`src/rtl/calc_if.sv`:
```
// Keypad-to-display bus of the calculator core: key codes in, display value and status out.
interface calc_if #(
   parameter int unsigned DATA_W = 16
);
   logic [3:0]        key_code;
   logic              data_ready;
   logic [DATA_W-1:0] data_out;
   logic              err;
   logic [2:0]        state_out;

   modport master (
      output key_code,
      output data_ready,
      input  data_out,
      input  err,
      input  state_out
   );

   modport slave (
      input  key_code,
      input  data_ready,
      output data_out,
      output err,
      output state_out
   );
endinterface

```
`src/rtl/calc_core.sv`:
```
// Keypad calculator controller: multi-digit decimal entry, chained add/sub/mul,
// repeat-equals and latched overflow. Sits between the keypad scanner and the display.
module calc_core #(
   parameter int unsigned MAX_DIGITS = 4,
   parameter int unsigned DATA_W     = 16
) (
   input logic   clk,
   input logic   reset_in,
   calc_if.slave bus
);
   localparam int unsigned CNT_W = $clog2(MAX_DIGITS + 1);
   localparam logic signed [DATA_W-1:0] TEN = DATA_W'(10);

   typedef enum logic [2:0] {
      StNumInit = 3'd0,
      StLhs     = 3'd1,
      StNumRhs  = 3'd2,
      StRhs     = 3'd3,
      StResult  = 3'd4,
      StError   = 3'd5
   } state_t;

   typedef enum logic [1:0] {OpAdd, OpSub, OpMul} op_t;

   state_t                   state, state_nx;
   op_t                      op, op_nx, key_op;
   logic signed [DATA_W-1:0] lhs, lhs_nx, rhs, rhs_nx;
   logic [CNT_W-1:0]         cnt, cnt_nx, cnt_app, cnt_bs, first_cnt;
   logic                     err, err_nx;
   logic [DATA_W-1:0]        data_out, data_out_nx;
   logic                     ready_prev, armed, key_event;
   logic                     is_digit, is_op, is_ce, is_eq, is_bs;
   logic [3:0]               digit;
   logic signed [DATA_W-1:0] dig_ext, operand, appended, trimmed, calc_res;
   logic signed [2*DATA_W-1:0] wide_lhs, wide_rhs, wide_res;
   logic                     full, ovf;

   // armed blocks a key held high across reset from firing until it has been released
   assign key_event = bus.data_ready && !ready_prev && armed;

   // Decode the {row, col} key code; every code maps to some key
   always_comb begin
      is_digit = 1'b0;
      is_op    = 1'b0;
      is_ce    = 1'b0;
      is_eq    = 1'b0;
      is_bs    = 1'b0;
      digit    = 4'd0;
      key_op   = OpAdd;
      if (bus.key_code[3:2] != 2'd3 && bus.key_code[1:0] != 2'd3) begin
         is_digit = 1'b1;
         digit    = {2'b00, bus.key_code[3:2]} * 4'd3 + {2'b00, bus.key_code[1:0]} + 4'd1;
      end else begin
         case (bus.key_code)
            4'b1101: is_digit = 1'b1;
            4'b1100: is_ce    = 1'b1;
            4'b1110: is_eq    = 1'b1;
            4'b0011: begin is_op = 1'b1; key_op = OpAdd; end
            4'b0111: begin is_op = 1'b1; key_op = OpSub; end
            4'b1011: begin is_op = 1'b1; key_op = OpMul; end
            default: is_bs    = 1'b1;
         endcase
      end
   end

   // Operand editing helpers and the wide arithmetic unit with overflow detection
   always_comb begin
      dig_ext   = DATA_W'(digit);
      operand   = (state == StRhs) ? rhs : lhs;
      full      = (cnt == CNT_W'(MAX_DIGITS));
      appended  = full ? operand : operand * TEN + dig_ext;
      cnt_app   = (full || (digit == 4'd0 && operand == '0)) ? cnt : cnt + CNT_W'(1);
      trimmed   = operand / TEN;
      cnt_bs    = (cnt == '0) ? cnt : cnt - CNT_W'(1);
      first_cnt = (digit == 4'd0) ? '0 : CNT_W'(1);
      wide_lhs  = {{DATA_W{lhs[DATA_W-1]}}, lhs};
      wide_rhs  = {{DATA_W{rhs[DATA_W-1]}}, rhs};
      case (op)
         OpSub:   wide_res = wide_lhs - wide_rhs;
         OpMul:   wide_res = wide_lhs * wide_rhs;
         default: wide_res = wide_lhs + wide_rhs;
      endcase
      // exact result fits only if the top DATA_W+1 bits are a pure sign extension
      ovf      = !(&wide_res[2*DATA_W-1:DATA_W-1]) && (|wide_res[2*DATA_W-1:DATA_W-1]);
      calc_res = wide_res[DATA_W-1:0];
   end

   // Next-state, register and display updates for one key event
   always_comb begin
      state_nx = state;
      op_nx    = op;
      lhs_nx   = lhs;
      rhs_nx   = rhs;
      cnt_nx   = cnt;
      err_nx   = err;
      if (key_event) begin
         if (is_ce) begin
            state_nx = StNumInit;
            op_nx    = OpAdd;
            lhs_nx   = '0;
            rhs_nx   = '0;
            cnt_nx   = '0;
            err_nx   = 1'b0;
         end else begin
            case (state)
               StNumInit, StResult: begin
                  if (is_digit) begin
                     lhs_nx   = dig_ext;
                     cnt_nx   = first_cnt;
                     state_nx = StLhs;
                  end else if (is_op) begin
                     op_nx    = key_op;
                     cnt_nx   = '0;
                     state_nx = StNumRhs;
                     if (state == StNumInit) lhs_nx = '0;
                  end else if (is_eq && state == StResult) begin
                     if (ovf) begin
                        err_nx   = 1'b1;
                        state_nx = StError;
                     end else begin
                        lhs_nx = calc_res;
                     end
                  end
               end
               StLhs: begin
                  if (is_digit) begin
                     lhs_nx = appended;
                     cnt_nx = cnt_app;
                  end else if (is_op) begin
                     op_nx    = key_op;
                     cnt_nx   = '0;
                     state_nx = StNumRhs;
                  end else if (is_eq) begin
                     state_nx = StResult;
                  end else if (is_bs) begin
                     lhs_nx = trimmed;
                     cnt_nx = cnt_bs;
                  end
               end
               StNumRhs: begin
                  if (is_digit) begin
                     rhs_nx   = dig_ext;
                     cnt_nx   = first_cnt;
                     state_nx = StRhs;
                  end else if (is_op) begin
                     op_nx = key_op;
                  end else if (is_eq) begin
                     state_nx = StResult;
                  end
               end
               StRhs: begin
                  if (is_digit) begin
                     rhs_nx = appended;
                     cnt_nx = cnt_app;
                  end else if (is_bs) begin
                     rhs_nx = trimmed;
                     cnt_nx = cnt_bs;
                  end else if (is_op || is_eq) begin
                     if (ovf) begin
                        err_nx   = 1'b1;
                        state_nx = StError;
                     end else begin
                        lhs_nx   = calc_res;
                        cnt_nx   = '0;
                        state_nx = is_op ? StNumRhs : StResult;
                        if (is_op) op_nx = key_op;
                     end
                  end
               end
               StError: ;
               default: state_nx = StNumInit;
            endcase
         end
      end
      case (state_nx)
         StLhs, StNumRhs, StResult: data_out_nx = lhs_nx;
         StRhs:                     data_out_nx = rhs_nx;
         default:                   data_out_nx = '0;
      endcase
   end

   // State and registered outputs; reset clears everything immediately
   always_ff @(posedge clk or posedge reset_in) begin
      if (reset_in) begin
         state      <= StNumInit;
         op         <= OpAdd;
         lhs        <= '0;
         rhs        <= '0;
         cnt        <= '0;
         err        <= 1'b0;
         data_out   <= '0;
         ready_prev <= 1'b0;
         armed      <= 1'b0;
      end else begin
         state      <= state_nx;
         op         <= op_nx;
         lhs        <= lhs_nx;
         rhs        <= rhs_nx;
         cnt        <= cnt_nx;
         err        <= err_nx;
         data_out   <= data_out_nx;
         ready_prev <= bus.data_ready;
         armed      <= armed | ~bus.data_ready;
      end
   end

   assign bus.data_out  = data_out;
   assign bus.err       = err;
   assign bus.state_out = state;
endmodule

```
`src/flat_wrapper.sv`:
```
// flat-port wrapper written by rule: the top's interface ports become plain ports
module calc_core_flat 
#(
   parameter int unsigned MAX_DIGITS = 4,
   parameter int unsigned DATA_W     = 16
)
  (clk, reset_in, bus_key_code, bus_data_ready, bus_data_out, bus_err, bus_state_out);
  calc_if #(.DATA_W(DATA_W)) bus_i ();
  input logic clk;
  input logic reset_in;
  input wire logic [$bits(bus_i.key_code)-1:0] bus_key_code;
  input wire logic [$bits(bus_i.data_ready)-1:0] bus_data_ready;
  output wire logic [$bits(bus_i.data_out)-1:0] bus_data_out;
  output wire logic [$bits(bus_i.err)-1:0] bus_err;
  output wire logic [$bits(bus_i.state_out)-1:0] bus_state_out;
  assign bus_i.key_code = bus_key_code;
  assign bus_i.data_ready = bus_data_ready;
  assign bus_data_out = bus_i.data_out;
  assign bus_err = bus_i.err;
  assign bus_state_out = bus_i.state_out;
  calc_core #(.MAX_DIGITS(MAX_DIGITS), .DATA_W(DATA_W)) u_core (.clk(clk), .reset_in(reset_in), .bus(bus_i));
endmodule
```
`config.mk`:
```
export PLATFORM = sky130hd
export DESIGN_NAME = calc_core_flat
export DESIGN_NICKNAME = d
export VERILOG_FILES = /design/src/rtl/calc_if.sv /design/src/rtl/calc_core.sv /design/src/flat_wrapper.sv
export SDC_FILE = /design/constraint.sdc
export NUM_CORES = 1
export LEC_CHECK = 0
export BUFFER_PORTS_ARGS = -buffer_cell sky130_fd_sc_hd__buf_4
export CAP_MARGIN = 40
export CORE_ASPECT_RATIO = 1.4
export CORE_MARGIN = 5
export CORE_UTILIZATION = 40
export CTS_CLUSTER_SIZE = 8
export DETAILED_ROUTE_END_ITERATION = 8
export PLACE_DENSITY = 0.59
export SLEW_MARGIN = 0
export SYNTH_ARGS = -nofsm -noshare
export SYNTH_HDL_FRONTEND = slang
export SYNTH_SLANG_ARGS = --single-unit
```
`constraint.sdc`:
```
create_clock -name clk -period 11.9 [get_ports clk]
set_clock_uncertainty 0.15 [all_clocks]
set_input_delay 2.38 -clock clk [delete_from_list [all_inputs] [get_ports clk]]
set_output_delay 2.38 -clock clk [all_outputs]
set_load 0.01 [all_outputs]
```
-- Word-level counts from Yosys, hierarchy flattened
Cells that the tools add are included.
- output and inout bits: 20
- bits of input ports: 7
- register bits after elaboration: 59
- logic and storage cells: 171
- bitwise operators: 2
- equality and inequality tests: 34
- reductions and logical operators: 27
- add/subtract/negate cells: 7
- muxes and demuxes: 88
- multipliers: 3
- divide/modulo/power cells: 1
- operators with widths (kind ; number):
    16-bit 2-to-1 mux ; 21
    3-bit 2-to-1 mux ; 30
    16-bit case mux with 2 select lines ; 2
    32-bit case mux with 2 select lines ; 1
    16-bit case mux with 3 select lines ; 1
    16-bit by 16-bit multiplier with 32-bit output ; 1
    1-bit 2-to-1 mux ; 19
    16-bit by 16-bit adder with 17-bit output ; 1
    17-bit AND reduction ; 1
    17-bit OR reduction ; 1
    16-bit by 16-bit subtractor with 17-bit output ; 1
    16-bit by 5-bit adder with 16-bit output ; 1
    16-bit by 5-bit divider with 16-bit output (second input constant) ; 1
    4-bit equality test (second input constant) ; 4
    16-bit logical NOT ; 1
    16-bit by 4-bit multiplier with 15-bit output (second input constant) ; 1
    2-bit 2-to-1 mux ; 8
    8-bit AND reduction ; 2
    5-bit by 2-bit != test with 1-bit output (second input constant) ; 3
    3-bit case mux with 5 select lines ; 1
    3-bit by 2-bit equality test with 1-bit output (second input constant) ; 4
    3-bit equality test (second input constant) ; 4
    3-bit != test (second input constant) ; 4
    3-bit case mux with 4 select lines ; 1
    32 further kinds ; 48

-- Logic depth before layout (Yosys ltp)
- word-level depth: 15
- gate-level depth with buffers: 37
- mapped depth without buffers: 34

-- Worst setup path before layout
No wires, ideal clock.
- kind: reg2reg
- start point: register u_core.lhs[15]
- end point: register u_core.data_out[9], in the netlist u_core.bus.data_out[9]
- clock period less this slack: 9.135 ns
- data required time: 11.618 ns
- cell stages (with the launch flop): 30
- arrival: 8.853 ns
- path slack: 2.765 ns
- setup time: 0.132 ns
- buffers on the path: 3
- cell sequence: dfrtp_1 clkbuf_1 buf_1 nand2_1 inv_1 fa_1 fa_1 inv_1 fa_1 fa_1 fa_1 fa_1 inv_1 ha_1 a2111oi_0 o21ai_0 inv_1 a21oi_1 o311ai_0 o2111ai_1 or4_1 nor4_1 o32a_1 a41o_1 clkbuf_1 a21oi_1 nand4b_1 or2_2 o32ai_1 o2bb2ai_1
- cells in the longest elaborated chain, start to end: 15
- elaborated cells on any way between the ends: 46
- those cells by class: add/sub: 2; mul: 1; div: 1; eq/ne: 4; mux: 33; reduce/logical: 5
- RTL lines (what ; line ; text):
    start: declaration ; calc_core.sv:27 ; logic signed [DATA_W-1:0] lhs, lhs_nx, rhs, rhs_nx;
    start signal: assignment ; calc_core.sv:197 ; lhs <= lhs_nx;
    parallel branches: the longest is 14 deep, another holds 16-bit by 5-bit divider with 16-bit output ; -- ;
    16-bit case mux with 2 select lines * ; calc_core.sv:175 ; case (state_nx)
    net u_core.data_out_nx[9] ; calc_core.sv:30 ; logic [DATA_W-1:0] data_out, data_out_nx;
    end signal: assignment ; calc_core.sv:201 ; data_out <= data_out_nx;
    end: declaration ; calc_core.sv:30 ;
Mark *: on every way through the listed nets, which the timed path passes.
A chain may end at the register's enable or synchronous reset.

-- Worst setup path in the final report
- start point: register u_core.lhs[15]
- end point: register u_core.data_out[15], in the netlist u_core.bus.data_out[15]
Same word-level chain as after synthesis.

==> metrics.txt <==
Hold Path Sink=u_core.armed; ys flop type=dfrtp_1; total grt overflow=0; largest family of logic cells by synthesized area=adder cells; worst-path fanout max=21; vias in the first global route=19300; mux cell area share after synthesis=0.0136; layout cells sized above 1=0.0663; Syn Nets=2935; via density per instance=5.91; fin cells=approximately 3100; XOR/XNOR Fraction of Synth Area=0.0401; Post-Synth Simple-Gate Area=0.199; min cycle time layout=10.82 ns; RSZ-0062 raised after global routing=no; clock buffer count from CTS=9; Final Hold Viols=0; hold buffers post-CTS=0; Seq/Total Area, Yosys=0.0743; setup_tns=0 ns; FP Rows=96; # resized after CTS=0; Antenna Violating Nets Remaining=0; number of iterations in the first detailed-routing pass=5; status=finished, final reports clean; Cells after DPL=3108; Initial Util=0.404; Crit Reg-Reg Startpoint=u_core.lhs[15]; most frequent cells in the layout=392 x inv_1, 268 x fa_1, 217 x nor2_1, 213 x nand2_1, 155 x ha_1; Compound-Gate Fraction of Synth Area=0.207; Post-synth ARST share=1.00; FF-to-FF path depth=27; Area growth syn-to-layout=6.54%; CP Capture Type=flop; number of synthesized flops with an enable pin=0; final-report setup violation count=0; Worst Path Required=12.00 ns; critical path's largest stage delay=0.95 ns; final core occ=0.431; Die Y=274 um; postcts setup bufs=0; WP data arrival=approximately 11 ns; critical path class=flop to flop; period utilization=0.909; Max Clk Rate=92.4 MHz; Clock transition at path regs=0.06 ns; Die X=198 um; H-tree levels=3; relative slew slack=0.365; Vias=18500; final WL=70800 um; syn_area_per_cell=7.93 sq um; Clk Latency, worst-skew pair=0.35 ns; fillcell total=4991; IO Port Bufs=26; Ys Warns=0; remaining routing DRC violations=0; Worst Min Path Start=u_core.armed; initial antenna violation count=0; Synth Instances=2505; Synth Register Bits=59; commonest non-fill, non-tap cell in the layout=inv_1; FF-to-FF End=u_core.bus.data_out[15]; CTS Buffer Depth=2; Mapped Area=19900 sq um; wire length per cell=22.7 um; pin count of the biggest net entering global routing=60; Worst setup SP type=flop; post-DP HPWL=57400 um; clk root buf=clkbuf_16; Iteration-0 DRC Markers=1440; Critical-path top delay cell=fa_1; GP Congestion=0.975; Total Routing Usage GR=0.260; Final Max Slew Viols=0; I/O pin count=27; count of different cell masters after synthesis=109; first-pass GRT wire length=110000 um; HP Class=flop to flop; register-to-register setup slack=1.08 ns; fin nets=2912; Clock Sinks=59; CTS tree=yes; Max Cap Viol=0; ant diodes=0; Core Area=just under 50000 sq um; adder-cell share of the synthesized area=0.368; worst hold path depth=1; crit-path most repeated cell=fa_1; worst slew pin tran=0.946 ns; Die Footprint=54300 sq um
==> through the flow <==
stage / worst slack [ns] / hold WS, ns / area, sq um
after detailed placement: 1.16 / 0.330 / 20900
after CTS: 1.12 / 0.347 / 21200
after floorplan: 2.76 / 0.299 / 19900
after global placement: 1.37 / 0.315 / 20800
after global routing: 0.457 / 0.359 / 21200
final: 1.08 / 0.346 / 21200
==> flip-flops by register name (all words and copies together) (netlist names) <==
| signal | count |
|---|---|
| u_core.armed | 1 |
| u_core.bus.data_out | 16 |
| u_core.bus.err | 1 |
| u_core.cnt | 3 |
| u_core.bus.state_out | 3 |
| u_core.ready_prev | 1 |
| u_core.rhs | 16 |
| u_core.op | 2 |
| u_core.lhs | 16 |
==> Yosys cell counts (8+ instances only) <==
cell type    n  area share
buf_1        9      0.0017
xnor2_1     63       0.028
nor2_1     217       0.041
nor3_1      49       0.012
o21ai_0    118       0.030
nand2b_1    22      0.0069
o31ai_1     10      0.0038
nand2_1    213       0.040
ha_1       155       0.098
or2_2       13      0.0041
clkbuf_1    98       0.019
nand4_1     18      0.0057
mux2i_1     18      0.0091
fa_1       268        0.27
inv_1      393       0.074
dfrtp_1     59       0.074
a21oi_1    138       0.035
o21a_1      14      0.0053
a211oi_1    29       0.011
a21o_1      29       0.011
nand3b_1    10      0.0038
nand3_1     23      0.0058
nor4_1      15      0.0047
a22oi_1     15      0.0057
o211ai_1    21      0.0079
a211o_1     10      0.0044
and2_1     144       0.045
o22ai_1      9      0.0028
a221oi_1    15      0.0066
xor2_1      28       0.012
o221ai_1    13      0.0057
o21bai_1    12      0.0045
or3_1        9      0.0028
a31oi_1     34       0.011
and3_1      18      0.0057
buf_2        8      0.0020
o21ai_1     11      0.0028
nor2b_1     17      0.0054
==> how the worst max path moves through the flow <==
stage,start,endpoint,cells after the start
2_1_floorplan,u_core.lhs[15],u_core.bus.data_out[9],29
3_3_place_gp,u_core.lhs[15],u_core.bus.data_out[15],27
3_5_place_dp,u_core.lhs[15],u_core.bus.data_out[15],27
4_1_cts,u_core.lhs[15],u_core.bus.data_out[15],27
5_1_grt,u_core.lhs[15],u_core.bus.data_out[15],27
6_report,u_core.lhs[15],u_core.bus.data_out[15],27
==> metal layers <==
metal	up-vias	routed length, um	track usage
met3	173	3380	0.0191
met1	9262	27500	0.316
li1	8359	-	-
met5	-	0	0
met4	0	3250	0.102
met2	676	36700	0.475
==> critical path, delay by kind of cell (launching register included) <==
kind / cells / cell delay (ns)
AOI/OAI and AO/OA: 12 / 3.69
adders and majority gates: 7 / 3.95
buffers and inverters: 4 / 0.65
DFF: 1 / 0.82
muxes: 1 / 0.58
and+or+nand+nor: 3 / 0.86
==> cell type report <==
type                    count  area [sq um]  share of cell area
clock buffers              12           256              0.0121
clock inverters             4          25.0             0.00118
inverters                 394          1480              0.0699
multi-input cells        1933         16500               0.777
flip-flops and latches     59          1480              0.0698
well taps                 637           797              0.0377
repair buffers             85           677              0.0320
==> logic make-up (layout without fill, tap and decap cells) <==
kind of cell / count (synthesis) / count (layout)
muxes: 26 / 26
DFF: 59 / 59
xor gates and xnor gates: 91 / 91
and+or+nand+nor: 798 / 798
AOI/OAI and AO/OA: 595 / 595
buffers and inverters: 513 / 495
adders and majority gates: 423 / 423
Power is left out: the tool's default activity adds up to more than one toggle a clock period on the data nets, which glitch-free logic cannot reach.
